==> src/rtl/sub_pkg.sv <==
// Shared types for the pipelined subtractor. SUB_FLAGS_EN adds the operand
// MSBs to each stage so the last stage can form the signed-overflow flag.
package sub_pkg;
  localparam int SLICE_W = 16;
  localparam int DATA_W  = 64;

  typedef struct packed {
    logic              valid;
    logic              borrow;
    logic [DATA_W-1:0] hi_a;
    logic [DATA_W-1:0] hi_b;
    logic [DATA_W-1:0] lo_diff;
`ifdef SUB_FLAGS_EN
    logic [1:0]        msbs;   // {a[MSB], b[MSB]}
`endif
  } stage_t;
endpackage

==> src/rtl/sub_slice.sv <==
// One SLICE-wide subtract with borrow: {bo, d} = a_s - b_s - bi.
module sub_slice #(
  parameter int W = 16
) (
  input  logic [W-1:0] a_s,
  input  logic [W-1:0] b_s,
  input  logic         bi,
  output logic [W-1:0] d,
  output logic         bo
);
  assign {bo, d} = {1'b0, a_s} - {1'b0, b_s} - {{W{1'b0}}, bi};
endmodule

==> src/rtl/pipelined_sub64.sv <==
// Pipelined WIDTH-bit subtractor, one SLICE per stage, valid/ready on both ends.
// Define SUB_FLAGS_EN to add zero/neg/ovf result flags.
module pipelined_sub64
  import sub_pkg::*;
#(
  parameter int WIDTH = DATA_W,
  parameter int SLICE = SLICE_W
) (
  input  logic             clk,
  input  logic             rst_n,
  input  logic             in_valid,
  output logic             in_ready,
  input  logic [WIDTH-1:0] a,
  input  logic [WIDTH-1:0] b,
  input  logic             borrow_in,
  output logic             out_valid,
  input  logic             out_ready,
  output logic [WIDTH-1:0] diff,
  output logic             borrow_out
`ifdef SUB_FLAGS_EN
  ,
  output logic             zero,
  output logic             neg,
  output logic             ovf
`endif
);
  localparam int STAGES = WIDTH / SLICE;
  localparam int LAST   = STAGES - 1;

  stage_t st_q [STAGES];
  stage_t st_d [STAGES];

  logic [STAGES-1:0]            ld;
  logic [STAGES-1:0]            src_v;
  logic [STAGES-1:0]            src_bi;
  logic [STAGES-1:0]            bo_s;
  logic [STAGES-1:0][WIDTH-1:0] src_a;
  logic [STAGES-1:0][WIDTH-1:0] src_b;
  logic [STAGES-1:0][WIDTH-1:0] src_lo;
  logic [STAGES-1:0][SLICE-1:0] d_s;
`ifdef SUB_FLAGS_EN
  logic [STAGES-1:0][1:0]       src_msbs;
`endif

  // Each stage reads either the input port or the previous stage register;
  // remaining operand bits are pre-shifted so every stage uses the low slice.
  for (genvar k = 0; k < STAGES; k++) begin : g_stage
    if (k == 0) begin : g_head
      assign src_v[k]  = in_valid;
      assign src_bi[k] = borrow_in;
      assign src_a[k]  = a;
      assign src_b[k]  = b;
      assign src_lo[k] = '0;
`ifdef SUB_FLAGS_EN
      assign src_msbs[k] = {a[WIDTH-1], b[WIDTH-1]};
`endif
    end else begin : g_body
      assign src_v[k]  = st_q[k-1].valid;
      assign src_bi[k] = st_q[k-1].borrow;
      assign src_a[k]  = st_q[k-1].hi_a[WIDTH-1:0];
      assign src_b[k]  = st_q[k-1].hi_b[WIDTH-1:0];
      assign src_lo[k] = st_q[k-1].lo_diff[WIDTH-1:0];
`ifdef SUB_FLAGS_EN
      assign src_msbs[k] = st_q[k-1].msbs;
`endif
    end

    sub_slice #(.W(SLICE)) u_slice (
      .a_s (src_a[k][SLICE-1:0]),
      .b_s (src_b[k][SLICE-1:0]),
      .bi  (src_bi[k]),
      .d   (d_s[k]),
      .bo  (bo_s[k])
    );
  end

  // A stage may load when it is empty or its contents move on this edge.
  always_comb begin
    ld       = '0;
    ld[LAST] = !st_q[LAST].valid || out_ready;
    for (int k = LAST - 1; k >= 0; k--)
      ld[k] = !st_q[k].valid || ld[k+1];
  end

  // New diff slices enter at the top of lo_diff and drift down one slice per
  // stage, so after the last stage slice 0 sits at bit 0.
  always_comb begin
    for (int k = 0; k < STAGES; k++) begin
      st_d[k] = st_q[k];
      if (ld[k]) begin
        st_d[k].valid   = src_v[k];
        st_d[k].borrow  = bo_s[k];
        st_d[k].hi_a    = DATA_W'(src_a[k] >> SLICE);
        st_d[k].hi_b    = DATA_W'(src_b[k] >> SLICE);
        st_d[k].lo_diff = DATA_W'({d_s[k], src_lo[k][WIDTH-1:SLICE]});
`ifdef SUB_FLAGS_EN
        st_d[k].msbs    = src_msbs[k];
`endif
      end
    end
  end

  always_ff @(posedge clk or negedge rst_n) begin
    if (!rst_n) begin
      for (int k = 0; k < STAGES; k++) st_q[k] <= '0;
    end else begin
      for (int k = 0; k < STAGES; k++) st_q[k] <= st_d[k];
    end
  end

  assign in_ready   = ld[0];
  assign out_valid  = st_q[LAST].valid;
  assign diff       = st_q[LAST].lo_diff[WIDTH-1:0];
  assign borrow_out = st_q[LAST].borrow;

`ifdef SUB_FLAGS_EN
  logic [2:0]       flg_q, flg_d;
  logic [WIDTH-1:0] nxt_diff;

  assign nxt_diff = st_d[LAST].lo_diff[WIDTH-1:0];

  always_comb begin
    flg_d = flg_q;
    if (ld[LAST]) begin
      flg_d = '0;
      if (st_d[LAST].valid) begin
        flg_d[2] = (nxt_diff == '0);
        flg_d[1] = nxt_diff[WIDTH-1];
        flg_d[0] = (st_d[LAST].msbs[1] != st_d[LAST].msbs[0]) &&
                   (nxt_diff[WIDTH-1] != st_d[LAST].msbs[1]);
      end
    end
  end

  always_ff @(posedge clk or negedge rst_n) begin
    if (!rst_n) flg_q <= '0;
    else        flg_q <= flg_d;
  end

  assign {zero, neg, ovf} = flg_q;
`endif

  // Operand leftovers of the last stage and already-shifted-out diff bits.
  logic unused_bits;
  always_comb begin
    unused_bits = ^{st_q[LAST].hi_a, st_q[LAST].hi_b};
    for (int k = 0; k < STAGES; k++)
      unused_bits = unused_bits ^ (^src_lo[k][SLICE-1:0]);
`ifdef SUB_FLAGS_EN
    unused_bits = unused_bits ^ (^st_q[LAST].msbs);
`endif
  end
endmodule

==> config.mk <==
export PLATFORM = sky130hd
export DESIGN_NAME = pipelined_sub64
export DESIGN_NICKNAME = d
export VERILOG_FILES = /design/src/rtl/sub_pkg.sv /design/src/rtl/sub_slice.sv /design/src/rtl/pipelined_sub64.sv
export SDC_FILE = /design/constraint.sdc
export NUM_CORES = 1
export LEC_CHECK = 0
export CORE_MARGIN = 2
export CORE_UTILIZATION = 53
export DETAILED_ROUTE_END_ITERATION = 7
export PLACE_DENSITY = 0.78
export SKIP_CTS_REPAIR_TIMING = 1
export SYNTH_ARGS = -nofsm -noshare
export SYNTH_HDL_FRONTEND = slang
export SYNTH_SLANG_ARGS = --single-unit
export TNS_END_PERCENT = 20
==> constraint.sdc <==
create_clock -name clk -period 7.9 [get_ports clk]
set_clock_uncertainty 0.2 [all_clocks]
set_input_delay 2.37 -clock clk [delete_from_list [all_inputs] [get_ports clk]]
set_output_delay 2.37 -clock clk [all_outputs]
set_load 0.03 [all_outputs]
# Word-level counts from Yosys, hierarchy flattened
# Index checks and enable logic that the tools add are counted.
[classes] add_sub_neg=8 mul=0 div_mod_pow=0 order_cmp=0 n_eq_ne=0 shifts=0 muxes=0 n_bitwise=0 n_reduce_logical=8
[op_table] operator="$sub A16 B16 Y17" count=4
[op_table] operator="$sub A17 B1 Y17" count=4
[op_table] operator="$logic_not A1 Y1" count=4
[op_table] operator="$logic_or A1 B1 Y1" count=4
[totals] regBits=360 latch_bits=0 ramBits=0 romBits=0 input_bits=133 out_inout_bits=67 mem_count=0

# Longest topological paths before layout
# Gate-level depths: netlist of the first run.
[logic_depth] depth_word=5 depth_mapped=12

# By module
# Synthesis of the first run repeated with hierarchy kept, for this count alone.
[unflattened] hier_cells=1444 area_unflattened_um2=18212.5
[by_module_without_submodules] module="pipelined_sub64" instances=1 cells_per_inst=763 area_each_um2=13482.9 seq_area_each_um2=9008.6
[by_module_without_submodules] module="sub_slice at g_stage[0].u_slice ..." instances=2 cells_per_inst=174 area_each_um2=1224.9 seq_area_each_um2=0.0
[by_module_without_submodules] module="sub_slice at g_stage[2].u_slice" instances=1 cells_per_inst=168 area_each_um2=1142.3 seq_area_each_um2=0.0
[by_module_without_submodules] module="sub_slice at g_stage[3].u_slice" instances=1 cells_per_inst=165 area_each_um2=1137.3 seq_area_each_um2=0.0

# Worst setup path before layout of the first run
# OpenSTA, ideal clock, no wires.
[synth_path] path_kind="input to output" startpoint="in out_ready" endpoint="out in_ready" arrival_time_ns=3.539 path_slack_ns=1.791 stages=8 cell_sequence="nor2b_1 -> buf_2 -> and3_1 -> clkbuf_1 -> and2_1 -> inv_1 -> buf_2 -> buf_2"
[synth_between] elab_chain_len=4
[synth_lines] item="start: declaration" line="pipelined_sub64.sv:17" text="input logic out_ready,"
[synth_lines] item="$logic_or A1 B1 Y1" line="pipelined_sub64.sv:80" text="ld[LAST] = !st_q[LAST].valid || out_ready;"
[synth_lines] item="$logic_or A1 B1 Y1 (3 in a row)" line="pipelined_sub64.sv:82" text="ld[k] = !st_q[k].valid || ld[k+1];"
[synth_lines] item="end: declaration" line="pipelined_sub64.sv:12" text="output logic in_ready,"
# Every way passes these cells.

# Worst setup path in the final report of the first run
# Same ends and word-level chain as after synthesis.

==> summary.md, run 1 <==
The first routing iteration left 689 violations. For the worst-skew pair, the clock arrives at the later sink with an insertion delay of 500 ps. The flow ran to the end, and the final reports show no timing, DRC or antenna violations. The final routed wirelength across all metal layers was 37100 µm; the number of DRC violations after detailed routing was 0. By instance count, the cell type seen most on the critical path is sky130_fd_sc_hd__clkdlybuf4s50_1.

Setup repair after global routing left no endpoint under its margin. The congestion estimate from routability-driven global placement came to 0.890. TritonCTS built the clock tree. The final number of max-transition violations is 0, and the slew at the pin closest to its max-slew limit is 1130 ps. Averaged over all synthesized cells, the footprint is 8.60 µm². Maximum level of the CTS H-tree: 2. Library cell used as clock root buffer: sky130_fd_sc_hd__clkbuf_16. Entering global routing, the biggest net connects 155 pins. The depth of the worst hold-timing path is 2, and the synthesized flop and latch total is 360. The critical-path cell with the highest stage delay is sky130_fd_sc_hd__clkdlybuf4s50_1.

The core region is 32500 µm². The tools report the final instance count without filler cells as 2673. The tools report the initial antenna violation count as 2.

For this run, the detailed router's first-pass iteration total came to 5. Detailed routing inserted a total of 13300 vias. The count of flip-flops with a built-in enable after synthesis came out at 0. The floorplan step defined a die boundary enclosing 34600 µm². Placement row count: 66. The clock tree buffer depth came out at 3. Leakage power of the design: 10.8 nW. The critical path is of the in2out type. The die height was 186 µm.

The post-route fraction of the period consumed by the critical path is 84.4%. The number of cells on the worst reg-to-reg path is 7. After global routing the overflow that remains totals 0. 200 I/O pins were placed. Cell type with the largest total area after synthesis: sky130_fd_sc_hd__dfrtp_1.

The accumulated negative setup slack was 0 ps. The critical path crosses 6 cells after its start point. The number of distinct library cells after synthesis was 59. For the number of CTS-inserted buffers, the log shows 38. Global routing used 22.1% of the available tracks. Clock-pin slew on the worst setup and hold paths: 60 ps. STA classifies the critical path startpoint as a primary input. Measured against its own limit, the worst slew margin works out to 24.4%.

Setup violations remaining at the end of the flow were counted as 0. In this run, placement finished with an instance count of 2602. For the sequential area share after synthesis, the log shows 51.3%. The fraction of synthesis flops using an asynchronous set or reset pin came out at 100%. The maximum single-stage delay on the critical path was 670 ps; the count of yosys warnings during synthesis was 0. Based on the critical path, the design can be clocked at up to 150 MHz. The remaining antenna violation count after routing was 0. Power density over the cells: 334 nW/µm². After synthesis, the cell types taking the most area are sky130_fd_sc_hd__dfrtp_1 (51%), sky130_fd_sc_hd__nand2_1 (17%), sky130_fd_sc_hd__ha_1 (8.6%).

The critical path goes through clkdlybuf4s50_1 -> nor2b_4 -> and3_2 -> and2_4 -> inv_4 -> clkdlybuf4s50_1. The HPWL after detailed placement is 25100 µm. The number of buffers inserted by port buffering was 199. In this run the horizontal extent of the chip is 186 µm.

The maximum fanout along the worst path is 2, and the number of hold violations in the final report is 0. For this configuration, the core starts out at a cell density of 53.9%. The main flop type after synthesis was sky130_fd_sc_hd__dfrtp_1.

The critical path endpoint category was a primary output. Dividing the detail-routed via count by the number of cells gives 4.99. In the final layout, the share of cells above drive strength 1 is 4.35%.

The critical path buffer and inverter count is 3, and the largest voltage drop on the vdd net is 0.191 mV. In the synthesized netlist, the number of instances is 2041. The mapped netlist covers 17500 µm². The logs give 62000 µm for the wire length of the first global-routing pass and 2461 for the number of nets at the end of the flow. Counting every net in the synthesized netlist gives 2302. The worst path in the final design needs a cycle of 6670 ps, including I/O delays and setup.

In the final routed layout, each cell accounts on average for 13.9 µm. Gate family responsible for the most delay along the worst path: buffers and inverters. For the worst setup path, the data arrival time is 4100 ps.

CTS saw 360 sinks. The count of fill cells added during filler insertion is 2755, and the endpoint required time on the critical path is 5330 ps. The path class of the lowest-slack min-delay path is reg2reg.

From synthesis to final layout, the design area changed by 20.8%. The number of global-route vias before repair was 13100; the area fraction of the dominant cell type after synthesis was 51.3%. Max-cap violations in this run came to 0.
sequential cells by signal, summed over array words and instances, names as in the netlist:
register,count
src_a,96
src_b,96
src_lo,96
diff,64
src_bi,3
src_v,3
borrow_out,1
out_valid,1
area by class of cell:
type                    instances  area [µm²]  area share (%)
well taps                     442         553            2.61
diodes                          2        5.00          0.0236
flip-flops and latches        360        9010            42.5
clock buffers                  59        1220            5.78
inverters                     190         716            3.38
multi-input cells            1401        7490            35.3
repair buffers                209        2080            9.84
clock inverters                10         108           0.508
report_power, final:
part           switching [mW]  internal (mW)
logic                    1.51           1.09
registers               0.279           2.36
clock network           0.696           1.13
cell usage after synthesis (all sizes together), types with 2 or more instances:
| library cell | count |
|---|---|
| nor2 | 76 |
| nor3b | 3 |
| a211oi | 7 |
| o21bai | 3 |
| o21a | 3 |
| dfrtp | 360 |
| nor4b | 3 |
| buf | 28 |
| clkbuf | 62 |
| a21o | 11 |
| nand4 | 5 |
| a21oi | 75 |
| fa | 8 |
| o21ai | 110 |
| a221o | 3 |
| a31oi | 10 |
| ha | 120 |
| nand2 | 817 |
| nor2b | 5 |
| or2 | 3 |
| o31ai | 7 |
| o22ai | 2 |
| nand2b | 15 |
| xnor2 | 35 |
| nor3 | 9 |
| nand3b | 2 |
| inv | 190 |
| o211ai | 3 |
| or3 | 7 |
| a21boi | 2 |
| and2 | 2 |
| xor2 | 23 |
| and3 | 4 |
| a41oi | 2 |
| nand3 | 12 |
worst min-delay path, cell delays in order, from the launching register on:
cell                      delay [ps]
sky130_fd_sc_hd__dfrtp_1         340
sky130_fd_sc_hd__nand2_1          50
sky130_fd_sc_hd__nand2_1          40
layout by cell type (no fill, tap or decap), types with 6 or more instances in the layout:
| cell | count |
|---|---|
| sky130_fd_sc_hd__a211oi_1 | 6 |
| sky130_fd_sc_hd__a21o_1 | 11 |
| sky130_fd_sc_hd__a21oi_1 | 75 |
| sky130_fd_sc_hd__a31oi_1 | 10 |
| sky130_fd_sc_hd__buf_4 | 9 |
| sky130_fd_sc_hd__clkbuf_16 | 41 |
| sky130_fd_sc_hd__clkbuf_8 | 13 |
| sky130_fd_sc_hd__clkdlybuf4s50_1 | 198 |
| sky130_fd_sc_hd__dfrtp_1 | 360 |
| sky130_fd_sc_hd__fa_1 | 8 |
| sky130_fd_sc_hd__ha_1 | 120 |
| sky130_fd_sc_hd__inv_1 | 189 |
| sky130_fd_sc_hd__nand2_1 | 815 |
| sky130_fd_sc_hd__nand2b_1 | 13 |
| sky130_fd_sc_hd__nand3_1 | 12 |
| sky130_fd_sc_hd__nor2_1 | 76 |
| sky130_fd_sc_hd__nor3_1 | 9 |
| sky130_fd_sc_hd__o21ai_0 | 105 |
| sky130_fd_sc_hd__or3_1 | 7 |
| sky130_fd_sc_hd__xnor2_1 | 35 |
| sky130_fd_sc_hd__xor2_1 | 23 |
metal layers:
layer,part of all wire (%),up-vias,track usage [%]
met5,0,-,0
met4,2.6,0,6.36
met3,4.5,61,3.31
met2,48,286,38.3
met1,45,6269,28.8
li1,-,6731,-
path summary, 6_finish.rpt:
kind	start	end	slack (ps)
max	out_ready	in_ready	1230
min	diff[38]	diff[38]	260
max reg2reg	out_valid	src_lo[190]	4240
min reg2reg	diff[38]	diff[38]	260
max in group asynchronous	rst_n	src_lo[112]	4440
min in group asynchronous	rst_n	src_a[141]	1700
cells by family (layout without fill, tap and decap cells):
kind of cell,Yosys count,count (layout),share of synthesized area (%)
AO/OA/AOI/OAI,246,246,8.23
XOR/XNOR,58,58,2.89
buffers and inverters,280,468,6.15
multiplexers,1,1,0.0642
adder cells (fa/ha/maj),128,128,9.47
flip-flops,360,360,51.3
AND/OR/NAND/NOR,968,968,21.9
other,0,2,0
stage by stage:
stage | worst slack [ps] | util, % | hold slack [ps] | total power, mW | area (µm²)
final | 1230 | 65.1 | 262 | 7.07 | 21200
after global placement | 1240 | 61.0 | 249 | 5.16 | 19900
after floorplan | 1790 | - | 230 | 4.43 | 17500
after CTS | 1230 | 65.1 | 266 | 7.12 | 21200
after global routing | 1190 | 65.1 | 278 | 7.57 | 21200
after detailed placement | 1240 | 61.0 | 251 | 5.26 | 19900
No activity file was read; power rests on OpenSTA's default activity.
==> run 2: changes to the inputs <==
Settings changed: CORE_UTILIZATION 53 to 51.
Clock period 7.9 ns to 5.99 ns, I/O delays scaled along.
==> run 2 against run 1 <==
Effect of this change:
- total power grew 32%
- wire length grew 0.50%
- global-route usage shrank 0.69 points
- setup slack lost 760 ps
- worst hold slack lost 5.2 ps
- flip-flop and latch count is the same
- non-clock buffer count grew 3
- critical endpoint unchanged
- largest cell class unchanged
- largest power group unchanged
- highest routed layer is now met5
==> summary.md, run 2 (same netlist as run 1, synthesis figures left out) <==
The number of global-route vias before repair was 13300. The placement row count was 67; the floorplan core area was 33700 µm². After filler insertion, the fill cell instance count of the layout stands at 2876. The die covers 35900 µm².

Pin placement for this block handled 200 I/O pins. The kind of start point of the critical path is a primary input. By instance count, the cell type seen most on the critical path is sky130_fd_sc_hd__clkdlybuf4s50_1.

Of the total power, the clock network draws 25.9%. Setup repair after global routing left no endpoint under its margin. The final number of max-transition violations came out at 0.

The gate family responsible for the most delay along the worst path was buffers and inverters. Global routing consumed, over all layers together, 21.4% of the routing resources. The total overflow left after global routing is 0. The worst setup path is of the in2out kind. The routed layout has 13500 vias. The number of buffers and inverters on the critical path is 3.

The number of CTS-inserted buffers was 38. The signal on the critical path passes through clkdlybuf4s50_1 -> nor2b_4 -> and3_2 -> and2_4 -> inv_4 -> clkdlybuf4s50_1. The initial antenna violation count is 1. The die height came out at 189 µm. The flow ran to the end, and the final reports show no timing, DRC or antenna violations. The clock period minus final worst setup slack came out at 5520 ps. In this run the number of H-tree levels came out at 2. The width of the chip was 189 µm; the accumulated negative setup slack was 0 ps. During placement, the flow inserted port buffers numbering 199. The run gives 21.7% as the remaining max-slew budget at the tightest pin.

The path class of the lowest-slack min-delay path was reg2reg. Relative to the synthesized area, the layout overhead comes to 20.8%. The tools report the antenna cell count as 0.

The count of maximum capacitance violations was 0. The count of nets left with antenna violations once routing finished came out at 0. Setup violations remaining at the end of the flow were counted as 0. Among all stages on the critical path, the largest delay is contributed by sky130_fd_sc_hd__clkdlybuf4s50_1. The power density over the cells came out at 441 nW/µm². Net switching is 35.3% of the power.

For the number of iterations in the first detailed-routing pass, the log shows 5. In the final layout, the share of cells above drive strength 1 is 4.17%. The clock-pin slew on the worst setup and hold paths is 60 ps, and the part of the power in registers is 37.1%. The post-route fraction of the period consumed by the critical path was 92.1%; the via-per-instance ratio was 5.05. Derived from the worst setup path, the maximum achievable clock frequency is 181 MHz. The cell area reported after detailed placement was 19900 µm²; the final design instance area without fill was 21200 µm².

The share of total power dissipated in combinational logic is 36.9%. The routed design has 37300 µm of wire. The logs give 3.30 mW for the switching component of the power and 9.34 mW for the overall power after layout. The number of violations reported at the end of detailed-routing iteration 0 was 743. For the worst setup path, the data required time is 3990 ps.

The leakage power of the design was 10.8 nW. The worst setup path is captured at a primary output. The top cell types in the final layout, fill and taps aside, are sky130_fd_sc_hd__nand2_1 (815), sky130_fd_sc_hd__dfrtp_1 (360), sky130_fd_sc_hd__clkdlybuf4s50_1 (198), sky130_fd_sc_hd__inv_1 (189), sky130_fd_sc_hd__ha_1 (120).

In the final design database the tool counted 2464 nets. VDD sags by at most 0.237 mV. Hold is met by 257 ps. Of all nets on the critical path, the largest fanout is 2.

The logs give 25400 µm for the sum of net half-perimeters after detailed placement and 63600 µm for the wire length of the first global-routing pass. Number of clock sinks: 360. The logs give 3 for the clock tree buffer depth and 117 for the largest net degree at the start of global routing. Dividing the detail-routed wire length by the instance count gives 13.9 µm. For the number of hold violations in the final report, the log shows 0. The pre-CTS setup slack came out at 471 ps.

At the pin with the least slew margin, the transition time is 1170 ps. The internal power was 6.05 mW; the maximum single-stage delay on the critical path was 660 ps. The clock network latency to the later pin of the worst-skew pair is 510 ps, and the number of DRC violations after detailed routing is 0. After layout, the worst setup slack is 473 ps. The library cell used as clock root buffer is sky130_fd_sc_hd__clkbuf_16. At the end of routability-driven placement, the weighted congestion stood at 0.873.

TritonCTS built the clock tree. The initial utilization of the core area, before any placement, comes to 52.1%. Most common library cell in the layout ignoring fill and taps: sky130_fd_sc_hd__nand2_1. Data arrives at the worst endpoint at 3520 ps.
run 2: final timing paths:
check                      slack, ps  cells past startpoint       end   startpoint
max                              470                      6  in_ready    out_ready
min                              260                      2   diff[3]  src_lo[211]
max reg2reg                     2840                     10  diff[62]    src_bi[3]
min reg2reg                      260                      2   diff[3]  src_lo[211]
max in group asynchronous       3260                      2  diff[14]        rst_n
min in group asynchronous       1150                      1  diff[42]        rst_n
run 2: stage by stage:
stage	util [%]	std cells
finish	62.9	2679
CTS	62.9	2679
global route	62.9	2679
global placement	59.0	2611
detailed placement	59.0	2611
floorplan	-	2041
run 2: worst min-delay path, stage by stage (launching register included):
cell and delay, ps:
sky130_fd_sc_hd__dfrtp_1 340, sky130_fd_sc_hd__nand2_1 50, sky130_fd_sc_hd__nand2_1 50
run 2: metal layers:
layer,track usage (%),routed length [µm]
met5,0,13
met4,4.71,518
met3,3.48,1720
met2,37.3,18400
met1,28.2,16600
run 2: power by group through the flow:
stage	registers, mW	logic [mW]	clock network, mW
2_1_floorplan	3.79	2.04	0
3_3_place_gp	3.48	3.34	0
3_5_place_dp	3.51	3.43	0
4_1_cts	3.47	3.47	2.48
5_1_grt	3.56	3.88	2.58
6_report	3.47	3.45	2.42
run 2: final cells by class:
cell class | count | area (µm²) | share of cell area [%]
multi-input cells | 1401 | 7490 | 35.3
well taps | 448 | 561 | 2.64
repair buffers | 212 | 2120 | 10.0
clock buffers | 58 | 1150 | 5.42
flip-flops and latches | 360 | 9010 | 42.5
inverters | 190 | 716 | 3.38
clock inverters | 10 | 155 | 0.732
==> run 3: changes to the inputs <==
Settings changed: SKIP_CTS_REPAIR_TIMING 1 to not set.
==> results of run 3 <==
The final DEF is identical to that of run 2; final timing and power are the same.
==> variant (settings of run 1) <==
Change the package constant `SLICE_W` from 16 to 32.
--- a/src/rtl/sub_pkg.sv
+++ b/src/rtl/sub_pkg.sv
@@ -1,7 +1,7 @@
 // Shared types for the pipelined subtractor. SUB_FLAGS_EN adds the operand
 // MSBs to each stage so the last stage can form the signed-overflow flag.
 package sub_pkg;
-  localparam int SLICE_W = 16;
+  localparam int SLICE_W = 32;
   localparam int DATA_W  = 64;
 
   typedef struct packed {
Function: changed (a bounded check fails within 4 cycles, from zero or initial values and one cycle with rst_n low).
==> variant against run 1 <==
  * Via count fell by 30%
  * Sequential cell count fell by 196
  * First-iteration DRC count fell by 38%
  * Wire length fell by 30%
  * Fmax rose by 2.5%
  * Clock power fell by 51%
  * Synthesized area fell by 37%
  * Count of clock-buffer cells in the layout fell by 38
  * Power fell by 46%
  * Sequential power fell by 55%
  * Cell area fell by 35%
  * Setup slack improved by 0.16 ns
  * Critical endpoint unchanged
==> variant: results (changes against run 1) <==
Synthesis
  – Synth area leaders: dfrtp_1, ha_1, nand2_1 (was dfrtp_1, nand2_1, ha_1)
  – Synth top cells by count: nand2_1, inv_1, dfrtp_1 (was nand2_1, dfrtp_1, inv_1)
  – Mux cell area share after synthesis: 0.478% (was 0.0642%)
  – Seq/Total Area, Yosys: 37.3% (was 51.3%)
  – Synth Area in XOR/XNOR: 4.06% (was 2.90%)
  – Post-synthesis compound-gate area fraction: 17.4% (was 8.23%)
  – Synth Instances: 1338 (was 2041)
  – Adder-cell share of the synthesized area: 14.8% (was 9.47%)
  – Net count after synthesis: 1599 (was 2302)
  – Synth cell types: 72 (was 59)

Critical path
  – Max incr delay on CP: 0.67 ns (about the same)
  – Critical path arrival: 3.93 ns (was 4.10 ns)
  – CP max-delay cell: clkdlybuf4s50_1 (unchanged)
  – Worst-path fanout max: 2 (unchanged)

Detailed routing
  – Final wirelength: 25800 um (was 37100 um)
  – First-pass DRT Iterations: 4 (was 5)
  – Via Count: 9353 (was 13300)
  – Avg WL per Cell: 14.4 um (was 13.9 um)
  – DRT iter0 DRCs: 429 (was 689)

GRT
  – Gr usage total: 24.1% (was 22.1%)
  – Met2 GRT Util: 40.7% (was 38.3%)
  – Initial antenna violation count: 1 (was 2)
  – Grt met3 use: 4.10% (was 3.31%)
  – Largest net degree at the start of global routing: 103 (was 155)
  – Met1 GRT Util: 32.4% (was 28.8%)
  – First-pass GRT wire length: 43200 um (was 62000 um)
  – Vias in the first global route: 9148 (was 13100)

Timing
  – Worst-Margin Slew: 0.926 ns (was 1.13 ns)

Placed design
  – GPL Wtd Cong: 0.866 (was 0.890)
  – Pre-CTS setup slack: 1.41 ns (was 1.24 ns)
  – HPWL Detailed: 19100 um (was 25100 um)
  – Post-DP Area: 13200 um^2 (was 19900 um^2)

Final layout
  – Layout cell share with drive strength beyond 1: 4.01% (was 4.35%)
  – Synth-to-Final Area Change: 25.6% (was 20.8%)
  – Final nets: 1769 (was 2461)
  – Ant diodes: 0 (was 2)
  – Filler instances: 1787 (was 2755)

Hold path
  – Worst min path class: register to register (unchanged)

Clocking
  – Num CTS Buffers: 17 (was 38)
  – Clock Latency Late Sink: 0.42 ns (was 0.50 ns)
  – Clock transition at path regs: 0.06 ns (about the same)
  – Clock Path Buffers: 2 (was 3)
  – H-Tree Depth: 4 (was 2)

Pwr
  – Leak: 6.87 nW (was 10.8 nW)
  – Max IR drop VDD: 0.000163 V (was 0.000191 V)

Status
  – Status: finished clean (unchanged)
==> variant: logic make-up (layout without fill, tap and decap cells) <==
| family | after synthesis | in the layout |
|---|---|---|
| AOI/OAI and AO/OA | 294 | 294 |
| xor gates and xnor gates | 51 | 51 |
| adders and majority gates | 128 | 128 |
| buffers and inverters | 263 | 446 |
| DFF | 164 | 164 |
| muxes | 5 | 5 |
| and+or+nand+nor | 433 | 433 |
==> variant: layout make-up <==
class	instances	area share, %
clock buffer	21	3.41
timing repair buffer	205	14.8
clock inverter	11	1.27
inverter	209	5.70
tap	270	2.45
sequential	164	29.7
multi-input combinational	911	42.7
==> variant: metal layers <==
| metal | share of wire, % | routed length [um] | vias to the layer above |
|---|---|---|---|
| met4 | 1.1 | 274 | 0 |
| met2 | 48 | 12400 | 207 |
| li1 | - | - | 4722 |
| met1 | 46 | 11900 | 4397 |
| met5 | 0 | 0 | - |
| met3 | 4.6 | 1180 | 27 |
==> variant: report_power, final <==
| group | internal, mW | leakage [nW] | switching [mW] |
|---|---|---|---|
| Combinational | 0.729 | 4.64 | 0.999 |
| Clock | 0.556 | 0.298 | 0.346 |
| Sequential | 1.06 | 1.93 | 0.135 |
==> variant: worst max-delay path, delay by kind of cell <==
kind,cells,cell delay [ns]
AND/OR/NAND/NOR,2,0.26
buffers and inverters,3,1.30
==> variant: path summary, 6_finish.rpt <==
check,from,end,slack (ns),depth (start not counted)
worst min register to register,src_v[1],out_valid,0.26,1
min in group asynchronous,rst_n,src_b[76],1.85,1
max in group asynchronous,rst_n,diff[16],4.30,2
worst max register to register,src_bi[1],diff[61],4.34,12
worst max-delay path,out_ready,in_ready,1.40,5
worst min-delay path,src_v[1],out_valid,0.26,1
